$ cat config.mk
export PLATFORM = sky130hd
export DESIGN_NAME = multiword_ls_sequencer
export DESIGN_NICKNAME = d
export VERILOG_FILES = /design/src/rtl/multiword_ls_sequencer.sv
export SDC_FILE = /design/constraint.sdc
export NUM_CORES = 1
export LEC_CHECK = 0
export ABC_AREA = 1
export CORE_MARGIN = 3
export CORE_UTILIZATION = 52
export CTS_CLUSTER_SIZE = 30
export DETAILED_ROUTE_END_ITERATION = 8
export PLACE_DENSITY = 0.87
export SYNTH_ARGS = -nofsm -noshare
export SYNTH_HDL_FRONTEND = slang
export SYNTH_SLANG_ARGS = --single-unit
export TNS_END_PERCENT = 1
$ cat constraint.sdc
create_clock -name clk -period 1.95 [get_ports clk]
set_clock_uncertainty 0.2 [all_clocks]
set_input_delay 0.2925 -clock clk [delete_from_list [all_inputs] [get_ports clk]]
set_output_delay 0.2925 -clock clk [all_outputs]
set_load 0.02 [all_outputs]
$ cat src/rtl/multiword_ls_sequencer.sv
`default_nettype none
// ============================================================================
// Module   : multiword_ls_sequencer
// Purpose  : Decode-stage sequencer that expands lmw/stmw into one lwz/stw
//            micro-op per register and passes all other instructions through.
// Revision : 1.0 - initial release
// ============================================================================
module multiword_ls_sequencer #(
  parameter int INSTR_WIDTH = 32,
  parameter int LMW_OPCD    = 46,
  parameter int STMW_OPCD   = 47,
  parameter int LWZ_OPCD    = 32,
  parameter int STW_OPCD    = 36
) (
  input  logic                   clk,
  input  logic                   rst_n,
  input  logic                   flush,
  input  logic                   in_valid,
  input  logic [INSTR_WIDTH-1:0] in_instr,
  output logic                   in_ready,
  output logic                   out_valid,
  output logic [INSTR_WIDTH-1:0] out_instr,
  input  logic                   out_ready,
  output logic                   out_last,
  output logic                   out_ofs_ovf,
  output logic                   illegal
);

  localparam logic [5:0] c_LMW  = 6'(LMW_OPCD);
  localparam logic [5:0] c_STMW = 6'(STMW_OPCD);
  localparam logic [5:0] c_LWZ  = 6'(LWZ_OPCD);
  localparam logic [5:0] c_STW  = 6'(STW_OPCD);

  localparam logic [0:0] c_IDLE = 1'b0;
  localparam logic [0:0] c_SEQ  = 1'b1;

  logic [0:0]        r_state;
  logic [0:0]        w_state_nxt;
  logic [4:0]        r_cnt;
  logic [5:0]        r_opc;
  logic [4:0]        r_rt;
  logic [4:0]        r_ra;
  logic signed [16:0] r_ofs;

  logic                   r_out_valid;
  logic [INSTR_WIDTH-1:0] r_out_instr;
  logic                   r_out_last;
  logic                   r_out_ovf;
  logic                   r_illegal;

  logic w_slot_free;
  logic w_in_ready;
  logic w_emit_seq;
  logic w_accept;

  // Big-endian fields: OPCD[0:5] RT[6:10] RA[11:15] D[16:31] (INSTR_WIDTH = 32)
  logic [5:0]  w_opcd;
  logic [4:0]  w_rt;
  logic [4:0]  w_ra;
  logic [15:0] w_d;
  logic        w_is_lmw;
  logic        w_is_mw;
  logic        w_bad_lmw;
  logic [4:0]  w_first_cnt;
  logic [5:0]  w_first_opc;

  logic [4:0]         w_next_rt;
  logic signed [16:0] w_next_ofs;
  logic               w_next_ovf;

  assign w_opcd      = in_instr[INSTR_WIDTH-1  -: 6];
  assign w_rt        = in_instr[INSTR_WIDTH-7  -: 5];
  assign w_ra        = in_instr[INSTR_WIDTH-12 -: 5];
  assign w_d         = in_instr[INSTR_WIDTH-17 -: 16];
  assign w_is_lmw    = (w_opcd == c_LMW);
  assign w_is_mw     = w_is_lmw || (w_opcd == c_STMW);
  assign w_bad_lmw   = w_is_lmw && (w_ra != 5'd0) && (w_rt <= w_ra);
  assign w_first_cnt = 5'd31 - w_rt;
  assign w_first_opc = w_is_lmw ? c_LWZ : c_STW;

  // r_ofs never truncates: max |D+4k| fits easily in 17 bits
  assign w_next_rt  = r_rt + 5'd1;
  assign w_next_ofs = r_ofs + 17'sd4;
  assign w_next_ovf = (w_next_ofs[16] != w_next_ofs[15]);

  assign w_slot_free = !r_out_valid || out_ready;
  assign w_accept    = in_valid && w_in_ready;

  // State register
  always_ff @(posedge clk or negedge rst_n) begin
    if (!rst_n) begin
      r_state <= c_IDLE;
    end else begin
      r_state <= w_state_nxt;
    end
  end

  // Next-state logic
  always_comb begin
    w_state_nxt = r_state;
    case (r_state)
      c_IDLE: begin
        if (w_accept && w_is_mw && !w_bad_lmw && (w_first_cnt != 5'd0)) begin
          w_state_nxt = c_SEQ;
        end
      end
      c_SEQ: begin
        if (flush) begin
          w_state_nxt = c_IDLE;
        end else if (w_emit_seq && (r_cnt == 5'd1)) begin
          w_state_nxt = c_IDLE;
        end
      end
      default: w_state_nxt = c_IDLE;
    endcase
  end

  // FSM outputs
  always_comb begin
    w_in_ready = 1'b0;
    w_emit_seq = 1'b0;
    case (r_state)
      c_IDLE:  w_in_ready = w_slot_free && !flush;
      c_SEQ:   w_emit_seq = w_slot_free && !flush;
      default: w_in_ready = 1'b0;
    endcase
  end

  // Output slot and sequence datapath
  always_ff @(posedge clk or negedge rst_n) begin
    if (!rst_n) begin
      r_out_valid <= 1'b0;
      r_out_instr <= '0;
      r_out_last  <= 1'b0;
      r_out_ovf   <= 1'b0;
      r_illegal   <= 1'b0;
      r_cnt       <= 5'd0;
      r_opc       <= 6'd0;
      r_rt        <= 5'd0;
      r_ra        <= 5'd0;
      r_ofs       <= 17'sd0;
    end else begin
      r_illegal <= w_accept && w_bad_lmw;
      if (flush) begin
        r_out_valid <= 1'b0;
        r_cnt       <= 5'd0;
      end else if (w_accept) begin
        if (!w_is_mw) begin
          r_out_valid <= 1'b1;
          r_out_instr <= in_instr;
          r_out_last  <= 1'b1;
          r_out_ovf   <= 1'b0;
        end else if (w_bad_lmw) begin
          r_out_valid <= 1'b0;
        end else begin
          r_out_valid <= 1'b1;
          r_out_instr <= {w_first_opc, w_rt, w_ra, w_d};
          r_out_last  <= (w_rt == 5'd31);
          r_out_ovf   <= 1'b0;
          r_cnt       <= w_first_cnt;
          r_opc       <= w_first_opc;
          r_rt        <= w_rt;
          r_ra        <= w_ra;
          r_ofs       <= {w_d[15], w_d};
        end
      end else if (w_emit_seq) begin
        r_out_valid <= 1'b1;
        r_out_instr <= {r_opc, w_next_rt, r_ra, w_next_ofs[15:0]};
        r_out_last  <= (r_cnt == 5'd1);
        r_out_ovf   <= w_next_ovf;
        r_cnt       <= r_cnt - 5'd1;
        r_rt        <= w_next_rt;
        r_ofs       <= w_next_ofs;
      end else if (out_ready) begin
        r_out_valid <= 1'b0;
      end
    end
  end

  assign in_ready    = w_in_ready;
  assign out_valid   = r_out_valid;
  assign out_instr   = r_out_instr;
  assign out_last    = r_out_last;
  assign out_ofs_ovf = r_out_ovf;
  assign illegal     = r_illegal;

endmodule
`default_nettype wire

# Yosys cells after proc, flatten, opt, wreduce, memory -nomap -nowiden
# Index checks and enable logic that the tools add are counted.
# W data, S select, Z words.
# word_totals
regBits	75
inputBits	37
out_inout_bits	37
# classes
n_addsub	4
magnitude_cmp	1
n_mux	38
eq_ne	10
bitwise	3
n_reduce_logical	23
# ops
op	count
$mux W32	4
$mux W17	4
$mux W5	9
$mux W1	19
$add A17 B4 Y17 const B	1
$eq A6 B6 Y1 const B	2
$reduce_bool A5 Y1	2
$logic_and A1 B1 Y1	9
$reduce_and A4 Y1	2
$ne A3 B3 Y1 const B	2
$reduce_and A3 Y1	2
$add A5 B1 Y5 const B	1
$eq A5 B1 Y1 const B	1
$eq A5 B5 Y1 const B	1
$le A5 B5 Y1	1
$sub A5 B1 Y5 const B	1
$sub A5 B5 Y5 const A	1
$reduce_bool A4 Y1	1
$logic_not A1 Y1	3
$mux W3	1
$ne A3 B2 Y1 const B	1
$not A1 Y1	3
$reduce_bool A3 Y1	1
$logic_or A1 B1 Y1	2
other kinds (5)	5

# Logic depth before layout (Yosys ltp)
# Gate-level depths: netlist (run 1).
# logic_depth
ltp_word	10
depth_mapped	13
mapped_depth_nobuf	12

# Worst setup path before layout (run 1)
# Ideal clock, no wire load.
# synth_path
path_type	in2reg
from	in in_instr[20]
to	reg r_out_instr[4], in the netlist out_instr[4]
setup_slack_ns	0.103
required_time_ns	1.623
path_buffers	2
stages	13
t_arrival_ns	1.520
path_cell_list	inv_1 ha_1 nand2_1 nor2_1 nand2_1 nand3_1 nand2_1 nand3_2 nand2_4 buf_12 buf_8 nand2_1 o21ai_2
# synth_via
elab_chain_len	5
elab_cells_between_ends	6
classes_between	1 x order compare; 1 x eq/ne; 4 x reduce/logical
# synth_rtl
item	line_no	rtl
from (decl)	19	input logic [INSTR_WIDTH-1:0] in_instr,
parallel branches: the longest is 2 deep, another holds $le A5 B5 Y1	-	
$logic_and A1 B1 Y1 *	77	assign w_bad_lmw = w_is_lmw && (w_ra != 5'd0) && (w_rt <= w_ra);
$ne A3 B3 Y1 (no source line) *	-	
$reduce_and A3 Y1 (no source line) *	-	
to (signal assigned)	150	r_out_instr <= in_instr;
to (signal assigned)	157	r_out_instr <= {w_first_opc, w_rt, w_ra, w_d};
to (signal assigned)	168	r_out_instr <= {r_opc, w_next_rt, r_ra, w_next_ofs[15:0]};
to (decl)	46	logic [INSTR_WIDTH-1:0] r_out_instr;
# Mark *: on every way between the ends.
# A chain may end at the register's enable or synchronous reset.

# Final worst setup path (run 1)
# layout_path
from	in in_instr[28]
to	reg r_rt[2]
# layout_via
elab_chain_len	5
elab_cells_between_ends	8
classes_between	4 x eq/ne; 4 x reduce/logical
# layout_rtl
item	line_no	rtl
$eq A6 B6 Y1	75	assign w_is_lmw = (w_opcd == c_LMW);
$logic_and A1 B1 Y1 (2 in series)	77	
$ne A2 B2 Y1 (no source line)	-	
$reduce_and A4 Y1 (no source line) *	-	
to (signal assigned)	162	r_rt <= w_rt;
to (signal assigned)	172	r_rt <= w_next_rt;
to (decl)	41	logic [4:0] r_rt;
# Mark *: on every way between the ends. The rest lies on a longest branch, timed or not.

==> out/qor.yml, run 1 <==
run_status:
  status: "complete, but fails checks"
  violations: "setup timing"
power:
  fin_total_pwr_w: 0.00567
  powerDensity_nw_per_um2: 1020
  p_leak_nw: 2.73
  vdd_drop_max_uv: 423
timing:
  grt_setup_unrepaired: "true"
  tightest_slew_ns: 0.497
  fin_ws_ns: -0.0785
  slew_headroom: 0.665
  layout_min_cycle_time_ns: 2.03
  setup_viol: 14
  fmax_ghz: 0.493
  hold_ws_ns: 0.184
  finalCritPeriodShare: 1.04
  drv_slew: 0
  hold_viol_final: 0
yosys:
  ys_seq_area_frac: 0.452
  synth_area_leaders: "dfrtp_1 45%, nand2_1 19%, o21ai_0 5.1%"
  post_synth.cell_area_avg_um2: 7.92
  synthDominantCellAreaShare: 0.452
  syn_nets: 542
  yosysUniqueCellTypes: 35
  ys.flop_type: "dfrtp_1"
  ys_ff_latch: 71
  yosysWarnings: 0
  synthCells: 496
  synth_edf_count: 0
  synth_top_area_cell: "dfrtp_1"
  synthesis.area_um2: 3930
  async_flop_share: 1.00
cells_and_area:
  final_common_cell: "nand2_1"
  final_cell_mix: "187 x nand2_1, 71 x dfrtp_1, 63 x clkdlybuf4s50_1"
  nNetsFinal: 662
  drive_above_1_share: 0.206
  num_antenna_cells: 0
  syn2layout_area_growth_pct: 41.7
  design_area_um2: 5560
  fillers: 477
global_route:
  met1_usage: 0.321
  grt_pass1_wl_um: 18000
  grt_max_degree: 72
  grtUsageTotal: 0.260
  met3_usage: 0.0463
  antenna_found_initial: 0
  grt.met2_usage: 0.452
  first_global_vias: 4008
  gr-total-overflow: 0
  grt-busiest-layer: "met2"
setup_path:
  crit_type: "in -> reg"
  crit_end: "r_rt[2]"
  r2r_cells: 9
  crit_required_ns: 2.02
  critPathCaptureType: "register"
  rr_endpoint: "r_rt[1]"
  worst-path-max-fanout: 8
  arrival_ns: 2.10
  rrSetupSlack_ns: -0.01
  reg2reg_from: "r_state"
  crit_path_start_kind: "input port"
  startpoint: "in_instr[28]"
run:
  drv_cap: 0
detailed_routing:
  dr.pass1.iters: 5
  wl_per_cell_um: 17.3
  vias: 4142
  antenna_left: 0
  wl_um: 12500
  first_iter_violations: 392
  drcViolationCount: 0
  routed_via_density: 5.76
place:
  place_congestion: 0.860
  dp.final_hpwl_um: 7140
  portBuffers: 73
  placedInstanceArea_um2: 5010
clock_tree:
  cts_buffers: 9
  clockBufferDepth: 2
  clk_latency_ns: 0.35
  cts.sinks: 71
  cts_root_buf: "clkbuf_8"
  cts_tree: "done"
  cts.htree.levels: 3
  cts.clk_slew.worst_paths_ns: 0.08
worst_hold_path:
  min-delay-start: "in_instr[17]"
  hold_path.class: "in -> reg"
floorplan:
  die_w_um: 92.9
  dieArea_um2: 8630
  initial_core_util: 0.539
  die_y_um: 92.9
  core-area_um2: 7290
  core.rowCount: 31
  io_pins: 74
## through the flow
step	setup TNS (ns)	setup slack, ns	utilization	instances
floorplan	0	0.103	-	496
global placement	-24.70	-0.386	0.687	695
detailed placement	-31.49	-0.512	0.687	695
CTS	0	0.00916	0.729	713
global route	-3.15	-0.135	0.763	719
finish	-0.461	-0.0785	0.763	719
## area by class of cell
type / count / area, µm² / share of cell area
clock buffer: 9 / 124 / 0.0223
clock inverter: 6 / 86.3 / 0.0155
inverter: 38 / 145 / 0.0261
multi-input combinational: 368 / 1980 / 0.356
sequential: 71 / 1780 / 0.319
tap: 99 / 124 / 0.0223
timing repair buffer: 128 / 1330 / 0.238
## where the power goes
group / total (W) / switching, W / internal [W]
clock: 0.00130 / 0.000593 / 0.000711
combinational: 0.00214 / 0.00117 / 0.000969
sequential: 0.00223 / 0.000370 / 0.00186
## worst min-delay path by stage
stage / slack (ns) / endpoint / depth (start not counted)
2_1_floorplan: -0.20 / illegal / 0
3_3_place_gp: 0.14 / out_instr[13] / 2
3_5_place_dp: 0.15 / out_instr[13] / 2
4_1_cts: 0.27 / r_opc[5] / 2
5_1_grt: 0.22 / r_ra[1] / 4
6_report: 0.18 / r_ra[1] / 4
## Yosys cell counts, types with 3 or more instances
cell,n
buf_8,3
o21ai_2,13
buf_4,4
inv_2,3
xnor2_1,3
a21oi_1,4
ha_1,9
nand2_2,5
dfrtp_1,71
nand3_2,3
xor2_1,4
buf_2,6
nand4_1,15
mux2i_1,3
o21ai_0,40
or2_2,3
nand2_1,195
inv_1,35
nor2_1,24
nand3_1,32
## flip-flops by register name, indices dropped and copies added (netlist names)
name and flops:
r_cnt 5, r_ra 5, out_last 1, r_opc 2, r_ofs 17, out_instr 32, r_state 1, illegal 1
out_ofs_ovf 1, out_valid 1, r_rt 5
## what timing repair did
item,CTS,global route
pin swaps,4,7
gates resized for setup,24,38
hold buffers,1,0
endpoints found under the hold margin,71,0
gates cloned,1,4
buffers inserted,1,2
endpoints found under the setup margin,69,71
## layer usage
metal  wire length, µm  share of wire
met5                 0              0
met3               981          0.079
met4               460          0.037
met1              4640           0.37
met2              6380           0.51
## logic make-up after synthesis
logic type,after synthesis,share of synthesized area
AND/OR/NAND/NOR,286,0.319
XOR/XNOR,7,0.0156
AO/OA/AOI/OAI,63,0.0959
adder cells (fa/ha/maj),9,0.0287
flip-flops,71,0.452
buffers and inverters,57,0.0809
multiplexers,3,0.00765
## critical path, stage by stage
cell	delay (ns)
clkdlybuf4s50_1	0.51
nand2_1	0.06
inv_1	0.07
nand4_1	0.24
nor2_4	0.26
nand3_4	0.12
nand3_4	0.20
clkbuf_16	0.19
nand2_1	0.05
o21ai_1	0.11
(Power assumes the default switching activity.)
==> inputs of run 2 (changes only) <==
SETUP_SLACK_MARGIN = 0.15   (was unset)
==> out/qor.yml, run 2 (synthesis results as in run 1) <==
power:
  vdd_drop_max_uv: 495  # +17%
  switching_power_w: 0.00224  # +5.1%
  p_leak_nw: 2.88  # +5.1%
  sequentialPowerShare: 0.386  # -0.007
  power.internal_w: 0.00359  # +1.4%
  p_clk_frac: 0.213  # -0.017
  fin_total_pwr_w: 0.00583  # +2.8%
  powerDensity_nw_per_um2: 997  # -2.2%
  switching_share: 0.385  # +0.00836
  combPwrFrac: 0.401  # +0.024
cells_and_area:
  fillers: 432  # -9.4%
  seqCellArea_um2: 1780  # unchanged
  drive_above_1_share: 0.279  # +0.0724
  design_area_um2: 5850  # +5.1%
  final_cell_mix: "169 x nand2_1, 71 x dfrtp_1, 56 x buf_4"
  num_antenna_cells: 0  # unchanged
  largest_reg_flops: 32  # unchanged
  nNetsFinal: 683  # +3.2%
  syn2layout_area_growth_pct: 48.9
  multi_input_area_um2: 2040  # +3.0%
  final_common_cell: "nand2_1"
  stdcell_count: 741  # +3.1%
setup_path:
  r2r_cells: 8  # -1
  crit_type: "in -> reg"
  timing.critical_path.buf_inv: 3  # unchanged
  rrSetupSlack_ns: 0.08  # +0.09 ns
  cp.depth: 13  # +3
  crit_path_start_kind: "input port"
  arrival_ns: 1.93  # -0.17 ns
  rr_endpoint: "out_instr[3]"
  critPathCaptureType: "register"
  cp_slowest_cell: "ha_4"
  worst-path-max-fanout: 8  # unchanged
  reg2reg_from: "r_state"
  critPathMaxStageDelay_ns: 0.30  # -0.21 ns
  cp_top_family: "simple AND/OR/NAND/NOR gates"
  worstPathCellList: "clkdlybuf4s15_2 -> ha_4 -> nand2_4 -> nor2_4 -> nand2_1 -> nand3_2 -> nand2_2 -> buf_6 -> nand3_4 -> nand3_4 -> buf_12 -> nand2_4 -> nand2_2"
  crit_required_ns: 1.99  # -0.03 ns
floorplan:
  dieArea_um2: 8630  # unchanged
  core-area_um2: 7290  # unchanged
  core.rowCount: 31  # unchanged
  die_y_um: 92.9  # unchanged
  io_pins: 74  # unchanged
  die_w_um: 92.9  # unchanged
  initial_core_util: 0.539  # unchanged
clock_tree:
  cts_root_buf: "clkbuf_8"
  clk_latency_ns: 0.36  # about the same
  cts_buffers: 9  # unchanged
  cts.clk_slew.worst_paths_ns: 0.08  # about the same
  cts.htree.levels: 3  # unchanged
  cts.sinks: 71  # unchanged
  cts_tree: "done"
  clockBufferDepth: 2  # unchanged
detailed_routing:
  vias: 4258  # +2.8%
  drcViolationCount: 0  # unchanged
  wl_per_cell_um: 17.8  # +2.5%
  dr.pass1.iters: 8  # +3
  routed_via_density: 5.75  # -0.25%
  first_iter_violations: 400  # +2.0%
  wl_um: 13200  # +5.7%
  antenna_left: 0  # unchanged
worst_hold_path:
  hold_depth: 3  # -1
  min-delay-start: "in_instr[29]"
  hold_path.class: "in -> reg"
  holdPathEnd: "out_instr[29]"
global_route:
  grt_pass1_wl_um: 20000  # +11%
  antenna_found_initial: 0  # unchanged
  first_global_vias: 4188  # +4.5%
  grtUsageTotal: 0.298  # +0.0376
  grt_max_degree: 72  # unchanged
  gr-total-overflow: 0  # unchanged
place:
  dp_slack_ns: -0.443  # +0.0690 ns
  place_congestion: 0.870  # +1.2%
  placedInstanceArea_um2: 5090  # +1.7%
  portBuffers: 73  # unchanged
  dp.final_hpwl_um: 7530  # +5.4%
  placed_cells: 701  # +0.86%
timing:
  grt_setup_unrepaired: "true"
  layout_min_cycle_time_ns: 1.89  # -0.141 ns
  fin_ws_ns: 0.0628  # +0.141 ns
  hold_viol_final: 0  # unchanged
  drv_slew: 0  # unchanged
  hold_ws_ns: 0.0112  # -0.172 ns
  setup_viol: 0  # -14
  fmax_ghz: 0.530  # +7.5%
  finalCritPeriodShare: 0.968  # -0.0725
  tightest_slew_ns: 0.401  # -0.0967 ns
  slew_headroom: 0.733  # +0.0674
run_status:
  status: "finished clean"
run:
  drv_cap: 0  # unchanged
==> run 2: cell types whose count changed in the layout (fill, tap and decap cells not counted), sizes merged <==
cell / delta
buf: +23
bufbuf: +1
bufinv: -1
clkbuf: +1
clkdlybuf4s15: +5
clkdlybuf4s50: -8
clkinv: -2
clkinvlp: +1
dlygate4sd2: +2
dlymetal6s2s: -2
inv: +2
==> run 2: worst reg2reg max path, cell delays in order (launching register included) <==
cell and delay (ns):
dfrtp_1 0.41, inv_2 0.11, nand4_4 0.19, buf_12 0.21, nand2_4 0.12, nand2_8 0.10, buf_12 0.16, buf_16 0.14
o21ai_2 0.17
==> run 2: metrics by stage <==
| step | setup TNS, ns | utilization |
|---|---|---|
| after global routing | 0 | 0.802 |
| after detailed placement | -27.73 | 0.699 |
| final | 0 | 0.802 |
| after CTS | 0 | 0.781 |
| after floorplan | 0 | - |
| after global placement | -21.46 | 0.699 |
==> run 2: routing by layer <==
layer  part of all wire  track usage  routed length (µm)  up-vias
met1               0.37        0.354                4890     2017
met3              0.087       0.0406                1150       57
met5                  0            0                   0        -
met4              0.039        0.116                 517        0
met2               0.50        0.541                6620      297
li1                   -            -                   -     1887
==> run 2: power groups by stage <==
stage	Sequential (W)	Clock [W]	Combinational [W]
6_report	0.00225	0.00124	0.00234
5_1_grt	0.00229	0.00131	0.00251
4_1_cts	0.00221	0.00124	0.00216
3_5_place_dp	0.00223	0	0.00202
3_3_place_gp	0.00221	0	0.00194
2_1_floorplan	0.00240	0	0.000938
==> run 2: layout make-up <==
type	count	area share
clock buffers	10	0.0235
clock inverters	6	0.0116
flip-flops and latches	71	0.304
repair buffers	149	0.265
well taps	99	0.0212
inverters	38	0.0257
multi-input cells	368	0.349
==> run 2: worst max path at each step <==
stage               slack, ns            end          from
global route            0.006    out_ofs_ovf      r_ofs[2]
floorplan                0.16   out_instr[4]  in_instr[20]
global placement        -0.34       r_ofs[5]  in_instr[20]
detailed placement      -0.44  out_instr[21]  in_instr[25]
finish                   0.06      r_ofs[12]  in_instr[25]
CTS                      0.08      r_ofs[15]       r_state
==> run 2: timing repair <==
item                                   CTS  global route
pin swaps                                9            13
gates cloned                             7             1
endpoints found under the hold margin   71             0
buffers inserted                        11             4
setup endpoints to repair              107           106
gates resized for setup                 47            59
hold buffers                             1             0
==> variant, RTL diff (settings of run 2) <==
Change the parameter `STMW_OPCD` from 47 to 23.
--- a/src/rtl/multiword_ls_sequencer.sv
+++ b/src/rtl/multiword_ls_sequencer.sv
@@ -9,5 +9,5 @@
   parameter int INSTR_WIDTH = 32,
   parameter int LMW_OPCD    = 46,
-  parameter int STMW_OPCD   = 47,
+  parameter int STMW_OPCD   = 23,
   parameter int LWZ_OPCD    = 32,
   parameter int STW_OPCD    = 36
Behaviour: not the same (a bounded check fails within 4 cycles, from zero or initial values and one cycle with rst_n low).
==> variant against run 2 <==
The flow now finishes with violations (negative setup slack). Final cell count rose by 4.0%. Via count up 17%. Critical path type is now flip-flop to flip-flop. Maximum frequency shrank 5.8%. Sequential cell count unchanged. Routed wire length up 36%. Power is 3.9% higher. Setup slack got worse by 0.12 ns. First-iteration DRC count grew to 2.5 times the old value. Core utilization grew 5.2 points. Largest power group is now registers. Synthesized area is 1.3% higher. Final area increased by 7.0%.
==> variant: results (changes against run 2) <==
status=finished, violations left; failing checks=negative setup slack; P_leak=3.58 nW (+25%); Clk Latency, worst-skew pair=approximately 0.37 ns; peak supply drop=608 uV (+23%); Post-synth top cells=248 x nand2_1, 71 x dfrtp_1, 37 x nand3_1, 36 x inv_1, 26 x nand4_1; slowest stage cell, crit path=dfrtp_1; Avg Cell Area, Syn=7.45 um^2 (-5.9%); CP Max Fanout=6 (-2); clock root cell=clkbuf_8; Top FF cell, synth=dfrtp_1; final std cells w/o fill=771 (+4.0%); max FFs per register=32 (unchanged); DRT Pass-1 Iters=7 (-1); Nets=713 (+4.4%); final worst slack=-0.0530 ns (-0.116 ns); Synthesis Warnings=0 (unchanged); Synth Net Count=580 (+7.0%); initial DRC count=1012 (+150%); GPL Wtd Cong=0.882 (+1.5%); htree depth=3 (unchanged); global-route wire length before repair=21500 um (+7.3%); Vias=4973 (+17%); Synth async-reset ratio=1.00 (unchanged); cts bufs inserted=9 (unchanged); Slew @ Worst Pin=0.524 ns (+0.124 ns); synth unique cells=32 (-8.6%); ant diodes=0 (unchanged); clk slew on worst S/H paths=0.09 ns; largest net degree at the start of global routing=33 (-54%); placed wire-length estimate=7720 um (+2.5%); placed inst area=0.00508 mm^2 (-0.27%); register area share after synthesis=0.447 (-0.00583); HP Class=primary input to flip-flop; Worst EP arrival=2.11 ns (+0.18 ns); vias in the first global route=4394 (+4.9%); input/output buffers=73 (unchanged); drt wl/cell=23.3 um (+31%); placed cells=730 (+4.1%); clock tree buffer depth=2 (unchanged); fillers=312 (-28%); worst slack, placed=-0.548 ns (-0.105 ns); ratio of cells with drive above 1 in the final layout=0.339 (+0.0605); critical path's largest stage delay=0.53 ns (+0.23 ns); final setup vio count=7 (+7); total global-route track usage=0.315 (+0.0169); synth top area cells=dfrtp_1 45%, nand2_1 23%, nand3_1 4.7%; initial antenna violation count=0 (unchanged)
==> variant: logic make-up after synthesis <==
logic type / Yosys count / synth area share
adder cells (fa/ha/maj): 9 / 0.0283
AND/OR/NAND/NOR: 347 / 0.380
AO/OA/AOI/OAI: 37 / 0.0528
buffers and inverters: 63 / 0.0774
flip-flops: 71 / 0.447
XOR/XNOR: 7 / 0.0154
==> variant: repair_timing <==
item                                   CTS  global route
endpoints found under the hold margin   16             0
gates cloned                             4             0
hold buffers                             1             0
resized for setup                       47           191
setup buffers                           18             2
setup endpoints to repair              105           108
pin swaps                               19            36
==> variant: per-stage QoR <==
step                hold WS (ns)  TNS [ns]
floorplan                 -0.203         0
global placement          0.0596    -28.71
detailed placement        0.0606    -31.82
CTS                        0.228         0
global route               0.130    -0.668
finish                     0.118    -0.147
==> variant: path summary, 6_finish.rpt <==
kind / from / endpoint / slack [ns] / cells past startpoint
hold reg to reg: out_instr[29] / out_instr[29] / 0.29 / 2
setup / recovery: r_ofs[5] / r_ofs[11] / -0.05 / 8
max in group asynchronous: rst_n / r_ofs[2] / 0.71 / 3
setup reg to reg: r_ofs[5] / r_ofs[11] / -0.05 / 8
min in group asynchronous: rst_n / r_ofs[14] / 0.22 / 2
hold / removal: in_instr[17] / r_ra[1] / 0.12 / 4
==> variant: metal layers <==
metal,track usage,part of all wire,up-vias,wire length (um)
met5,0,0,-,0
met4,0.189,0.086,0,1550
met3,0.0684,0.12,190,2220
met2,0.496,0.45,527,8130
met1,0.394,0.34,2283,6060
li1,-,-,1973,-
==> variant: power by group <==
part | total [mW] | internal [mW] | switching (mW)
clock network | 1.57 | 0.871 | 0.696
registers | 2.26 | 1.80 | 0.452
logic | 2.24 | 0.944 | 1.29
total | 6.06 | 3.62 | 2.44
==> variant: worst max-delay path: cells and delay by family, from the launching register on <==
family / cells / cell delay, ns
AO/OA/AOI/OAI: 1 / 0.19
flip-flops: 1 / 0.53
AND/OR/NAND/NOR: 7 / 1.01
==> variant: area by class of cell <==
class	instances	area (um^2)	area share
multi-input combinational	400	2420	0.387
sequential	71	1780	0.284
inverter	42	164	0.0262
clock buffer	9	124	0.0198
timing repair buffer	143	1520	0.243
clock inverter	7	128	0.0204
tap	99	124	0.0198
